## src/rtl/framebuffer_flip_arbiter.sv

```systemverilog
// framebuffer_flip_arbiter: round-robin back-buffer write arbiter with clear and
// tear-free bank-flip sequencing for the double-buffered display framebuffer.
module framebuffer_flip_arbiter #(
  parameter int ROWS = 8,
  parameter int COLUMNS = 32,
  parameter int DATA_W = 24,
  parameter int ADDR_W = $clog2(ROWS*COLUMNS)
) (
  input  logic              clk,
  input  logic              rst,
  input  logic              wr0_valid,
  input  logic [ADDR_W-1:0] wr0_addr,
  input  logic [DATA_W-1:0] wr0_data,
  output logic              wr0_ready,
  input  logic              wr1_valid,
  input  logic [ADDR_W-1:0] wr1_addr,
  input  logic [DATA_W-1:0] wr1_data,
  output logic              wr1_ready,
  input  logic              clear_req,
  input  logic              flip_req,
  input  logic              safe_flip,
  output logic              mem_we,
  output logic [ADDR_W:0]   mem_waddr,
  output logic [DATA_W-1:0] mem_wdata,
  output logic              front_bank,
  output logic              busy,
  output logic              flip_done
);
  localparam int PIX = ROWS*COLUMNS;
  localparam logic [1:0] S_RUN = 2'd0, S_CLEAR = 2'd1, S_PEND = 2'd2, S_ACK = 2'd3;
  logic [1:0] state_q, state_d;
  logic [ADDR_W-1:0] cnt_q, cnt_d;
  logic clr_pend_q, clr_pend_d, flip_pend_q, flip_pend_d;
  logic last_grant_q, last_grant_d, front_q, front_d;
  logic mem_we_q, mem_we_d, flip_done_q, flip_done_d;
  logic [ADDR_W:0] mem_waddr_q, mem_waddr_d;
  logic [DATA_W-1:0] mem_wdata_q, mem_wdata_d;
  logic run_idle, acc0, acc1, acc, clearing, clear_last, enter_clear, enter_pend, in_range;
  logic [ADDR_W-1:0] wa;
  logic [DATA_W-1:0] wd;
  // rst gates the readies so nothing is accepted while reset is held
  assign run_idle = rst & (state_q == S_RUN) & ~clr_pend_q & ~flip_pend_q;
  assign wr0_ready = run_idle & wr0_valid & (~wr1_valid | last_grant_q);
  assign wr1_ready = run_idle & wr1_valid & (~wr0_valid | ~last_grant_q);
  assign acc0 = wr0_valid & wr0_ready;
  assign acc1 = wr1_valid & wr1_ready;
  assign acc = acc0 | acc1;
  assign wa = acc0 ? wr0_addr : wr1_addr;
  assign wd = acc0 ? wr0_data : wr1_data;
  assign in_range = {1'b0, wa} < (ADDR_W+1)'(PIX);
  assign clearing = state_q == S_CLEAR;
  assign clear_last = cnt_q == ADDR_W'(PIX-1);
  assign enter_clear = (state_q == S_RUN) & clr_pend_q;
  assign enter_pend = (state_d == S_PEND) & (state_q != S_PEND);
  always_comb begin
    state_d = state_q;
    cnt_d = cnt_q;
    front_d = front_q;
    case (state_q)
      S_RUN: begin
        if (clr_pend_q) begin
          state_d = S_CLEAR;
          cnt_d = '0;
        end else if (flip_pend_q) state_d = S_PEND;
      end
      S_CLEAR: begin
        cnt_d = cnt_q + 1'b1;
        if (clear_last) state_d = (flip_pend_q | flip_req) ? S_PEND : S_RUN;
      end
      S_PEND: begin
        if (safe_flip) begin
          state_d = S_ACK;
          front_d = ~front_q;
        end
      end
      default: state_d = S_RUN;
    endcase
  end
  always_comb begin
    clr_pend_d = (clr_pend_q | clear_req) & ~enter_clear;
    flip_pend_d = (flip_pend_q | flip_req) & ~enter_pend;
    flip_done_d = (state_q == S_PEND) & safe_flip;
    last_grant_d = acc0 ? 1'b0 : acc1 ? 1'b1 : last_grant_q;
    mem_we_d = clearing | (acc & in_range);
    mem_waddr_d = clearing ? {~front_q, cnt_q} : acc ? {~front_q, wa} : mem_waddr_q;
    mem_wdata_d = clearing ? '0 : acc ? wd : mem_wdata_q;
  end
  always_ff @(posedge clk or negedge rst) begin
    if (!rst) begin
      state_q <= S_RUN;
      cnt_q <= '0;
      clr_pend_q <= 1'b0;
      flip_pend_q <= 1'b0;
      last_grant_q <= 1'b1;
      front_q <= 1'b0;
      mem_we_q <= 1'b0;
      mem_waddr_q <= '0;
      mem_wdata_q <= '0;
      flip_done_q <= 1'b0;
    end else begin
      state_q <= state_d;
      cnt_q <= cnt_d;
      clr_pend_q <= clr_pend_d;
      flip_pend_q <= flip_pend_d;
      last_grant_q <= last_grant_d;
      front_q <= front_d;
      mem_we_q <= mem_we_d;
      mem_waddr_q <= mem_waddr_d;
      mem_wdata_q <= mem_wdata_d;
      flip_done_q <= flip_done_d;
    end
  end
  assign mem_we = mem_we_q;
  assign mem_waddr = mem_waddr_q;
  assign mem_wdata = mem_wdata_q;
  assign front_bank = front_q;
  assign flip_done = flip_done_q;
  assign busy = (state_q != S_RUN) | clr_pend_q | flip_pend_q;
endmodule

```

## config.mk

```make
export PLATFORM = sky130hd
export DESIGN_NAME = framebuffer_flip_arbiter
export DESIGN_NICKNAME = d
export VERILOG_FILES = /design/src/rtl/framebuffer_flip_arbiter.sv
export SDC_FILE = /design/constraint.sdc
export NUM_CORES = 1
export LEC_CHECK = 0
export ABC_AREA = 1
export CAP_MARGIN = 20
export CORE_MARGIN = 8
export CORE_UTILIZATION = 30
export DETAILED_ROUTE_END_ITERATION = 8
export SETUP_SLACK_MARGIN = 0.5
export SLEW_MARGIN = 40
export SYNTH_ARGS = -nofsm -noshare
export SYNTH_HDL_FRONTEND = slang
export SYNTH_SLANG_ARGS = --single-unit
```

## constraint.sdc

```tcl
create_clock -name clk -period 2 [get_ports clk]
set_clock_uncertainty 0.05 [all_clocks]
set_input_delay 0.6 -clock clk [delete_from_list [all_inputs] [get_ports clk]]
set_output_delay 0.6 -clock clk [all_outputs]
set_load 0.05 [all_outputs]
```

# Word-level counts from Yosys, hierarchy flattened
# Cells that the tools add are included.
dict set report op_classes {
  bitwise_logic 30
  addsub 1
  eq_ne 6
  reduce_logical 7
  n_mux 16
}
# cell n
set ops {}
lappend ops {{$mux W24} 3}
lappend ops {{$mux W9} 2}
lappend ops {{$mux W8} 2}
lappend ops {{$pmux W8 S2} 1}
lappend ops {{$and A1 B1 Y1} 14}
lappend ops {{$mux W2} 5}
lappend ops {{$add A8 B1 Y8 const B} 1}
lappend ops {{$eq A8 B8 Y1 const B} 1}
lappend ops {{$not A1 Y1} 8}
lappend ops {{$or A1 B1 Y1} 8}
lappend ops {{$reduce_bool A2 Y1} 4}
lappend ops {{$pmux W2 S3} 1}
lappend ops {{$eq A2 B2 Y1 const B} 2}
lappend ops {{$ne A2 B2 Y1 const B} 2}
lappend ops {{$reduce_and A2 Y1} 2}
lappend ops {{$eq A2 B1 Y1 const B} 1}
lappend ops {{$logic_not A2 Y1} 1}
lappend ops {{$mux W1} 2}
dict set report word_totals {
  output_inout_bits 39
  register_bits 49
}

# Logic depth before layout (Yosys ltp)
dict set report logic_depth {
  word_depth 10
  depth_mapped 9
}

# Worst setup path before layout
# OpenSTA, ideal clock, no wires.
dict set report synth_timing {
  path_type {input -> output}
  start {input wr0_valid}
  end {output wr1_ready}
  cell_stages 2
  arrival_time_ns 1.869
  required_ns 1.350
  path_slack_ns -0.519
  path_cell_list {a21boi_4 > nor3_1}
}
dict set report synth_between {
  elab_chain_cells 3
}
# element line
set synth_lines {}
lappend synth_lines {{start: declaration} 11} ;# input logic wr0_valid,
lappend synth_lines {{$not A1 Y1} 44} ;# assign wr1_ready = run_idle & wr1_valid & (~wr0_valid | ~last_grant_q);
lappend synth_lines {{$or A1 B1 Y1} 44}
lappend synth_lines {{$and A1 B1 Y1} 44}
lappend synth_lines {{end: declaration} 18} ;# output logic wr1_ready,
# No other way between the ends.

# Worst setup path in the final report
dict set report layout_timing {
  start {input wr1_valid}
  end {output wr0_ready}
}
dict set report layout_between {
  elab_chain_cells 3
}
# element line
set layout_lines {}
lappend layout_lines {{start: declaration} 15} ;# input logic wr1_valid,
lappend layout_lines {{$not A1 Y1} 43} ;# assign wr0_ready = run_idle & wr0_valid & (~wr1_valid | last_grant_q);
lappend layout_lines {{$or A1 B1 Y1} 43}
lappend layout_lines {{$and A1 B1 Y1} 43}
lappend layout_lines {{end: declaration} 14} ;# output logic wr0_ready,
# No other way between the ends.

==> impl_metrics.toml <==
[finish]
n_antenna_cell = 0
area_growth_pct = 71.80
drive_gt1_share_pct = 27.62
fin_area_um2 = 4368
fillers = 761
finish.utilization_pct = 53.16
finalNetCount = 539

[die]
io_pins = 110
start_util_pct = 30.94
die_h_um = 108.1
rows = 33
die_area_um2 = 11680
core_um2 = 8217
die_w_um = 108.1

[sta]
setup_viol = 2
drv_slew = 0
post-route-period-util_pct = 103.2
fmaxAchievable_ghz = 0.4845
tns_ns = -0.07696
setup_slack_ns = -0.06403
rsz0062_at_grt = "true"
worstMarginPinSlew_ns = 0.6350
max-slew-margin-rel_pct = 57.67
period_needed_ns = 2.064
final-hold-violation-count = 0

[synth]
synth_top_area_share_pct = 47.24
netlist_instances = 316
synth-edff-count = 0
synth-seq-cells = 49
synthFlopType = "dfrtp_1"
postSynthAreaPerCell_um2 = 8.046
netlist_top_cells_count = "nand2_1 (78), inv_1 (50), dfrtp_1 (48)"
yosysTopAreaCell = "dfrtp_1"
async_flop_share_pct = 100.0
synth_most_common_cell = "nand2_1"
yosysWarnings = 0
synth.distinct_cells = 38
syn_area_um2 = 2542
synth_area_leaders = "dfrtp_1 (47%), nand2_1 (12%), inv_1 (7.4%)"
synth_nets = 388
yosysSeqAreaShare_pct = 48.28

[clocking]
clock_latency_ns = 0.30
cts_made_buffers = 5
path_clk_slew_ns = 0.08
cts.sink_count = 49
cts_tree = "yes"
cts_htree_levels = 2
cts_buffer_depth = 2
clockRootBuffer = "clkbuf_8"

[power]
swShare_pct = 20.74
power_frac_comb_pct = 10.5
peakVddDrop_mv = 0.2123
seqPwrFrac_pct = 52.7
internal-power_uw = 1489
p_leak_uw = 0.002075
netSwitchingPower_uw = 389.8
p_clk_share_pct = 36.8
p_per_area_nw_per_um2 = 430.2
power_uw = 1879

[detailed_routing]
via_per_inst = 4.490
remaining_drc_errors = 0
drt-total-wl_um = 7866
first_iter_violations = 73
postRouteAntennaNets = 0
drtPass1Iterations = 4
route.vias.total = 2568
avgRoutedWirePerCell_um = 13.75

[outcome]
violations = "negative setup slack"
run_status = "complete, but fails checks"

[placed_design]
port-buffer-count = 109
gp_congestion = 0.7824
placed_area_um2 = 3800
dpl_worst_slack_ns = -0.3444
hpwl_um = 5817

[critical_path]
critical_path_class = "input port to primary output"
cp-end-kind = "primary output"
required_ns = 1.35
critPathLaunchType = "input port"
crit_path_max_fanout = 3
worst_ep_arrival_time_ns = 1.41

[grt]
antenna_found_initial = 0
grt_max_degree = 50
grtUsageMet3_pct = 3.212
grt_usage_pct = 13.28
grt_pass1_wl_um = 12490
grt-ovfl-total = 0
top_usage_layer = "met2"
met2_usage_pct = 22.54
met1_usage_pct = 16.34
grt_pass1_vias = 2560

[worst_hold_path]
hp-class = "flop to flop"

[flow_run]
drv_cap = 0
==> worst max-delay path: stages <==
cell and delay (ns):
clkdlybuf4s15_1 0.23, a21boi_4 0.24, inv_2 0.07, nor2_4 0.13, buf_12 0.15
==> area by class of cell <==
cell class	count	area (µm²)	share of cell area, %
multi-input cells	202	1090	24.95
inverters	52	197.7	4.526
clock inverters	2	35.03	0.8021
well taps	105	131.4	3.008
flip-flops and latches	49	1227	28.10
repair buffers	157	1618	37.04
clock buffers	5	68.82	1.575
==> through the flow <==
step           instances  hold slack, ns
3_3_place_gp         535          0.4194
6_report             572          0.4581
2_1_floorplan        316          0.2544
3_5_place_dp         535          0.4171
4_1_cts              555          0.4645
5_1_grt              572          0.4854
==> logic make-up after synthesis <==
group / Yosys count / synth area share [%]
simple gates: 120 / 21.21
compound gates: 80 / 18.26
buf+inv: 65 / 11.42
flops: 49 / 48.28
xor+xnor: 1 / 0.3446
fa+ha+maj: 1 / 0.4920
==> flip-flops by register name, summed over array words and instances, names as in the netlist <==
signal        flops
clr_pend_q        1
flip_done         1
cnt_q             8
mem_wdata        24
state_q           2
mem_we            1
last_grant_q      1
mem_waddr         9
flip_pend_q       1
front_bank        1
==> per-layer routing <==
metal  part of all wire, %  wire, µm
met1                    44      3435
met2                    49      3862
met3                   6.2       486
met4                   1.0        82
met5                     0         0
==> cells in the final DEF (no fill, tap or decap), types with 2 or more instances in the layout <==
master	n
nand2_1	78
clkdlybuf4s50_1	67
dfrtp_1	48
inv_1	44
buf_4	39
buf_6	38
o21ai_0	30
o21ai_1	24
nand3_1	14
nor2_1	9
inv_2	7
a21oi_1	7
buf_12	7
nor2_4	5
o211ai_1	5
nand2_2	5
clkbuf_8	5
nor2_2	3
o21ai_2	2
o22ai_1	2
buf_8	2
==> power by group through the flow <==
| stage | Combinational, µW | Clock, µW | Sequential [µW] |
|---|---|---|---|
| floorplan | 31.9 | 0 | 1010 |
| global route | 218 | 756 | 990 |
| detailed placement | 200 | 0 | 1010 |
| finish | 197 | 692 | 990 |
| CTS | 201 | 719 | 990 |
| global placement | 201 | 0 | 1010 |
==> final timing paths <==
path / startpoint / to / slack [ns] / depth (start not counted)
hold reg to reg: last_grant_q / last_grant_q / 0.46 / 2
hold / removal: last_grant_q / last_grant_q / 0.46 / 2
setup / recovery: wr1_valid / wr0_ready / -0.06 / 5
setup reg to reg: last_grant_q / mem_wdata[16] / 0.16 / 10
min in group asynchronous: rst / cnt_q[4] / 0.51 / 3
max in group asynchronous: rst / mem_wdata[4] / 0.97 / 3
==> repair_timing <==
| item | 4_1_cts | 5_1_grt |
|---|---|---|
| pin swaps | 4 | 5 |
| setup buffers | 12 | 17 |
| cloned | 1 | 0 |
| hold buffers | 0 | 0 |
| endpoints found under the hold margin | 0 | 0 |
| gates resized for setup | 52 | 15 |
| setup endpoints to repair | 76 | 79 |
No activity file was read; power rests on OpenSTA's default activity.
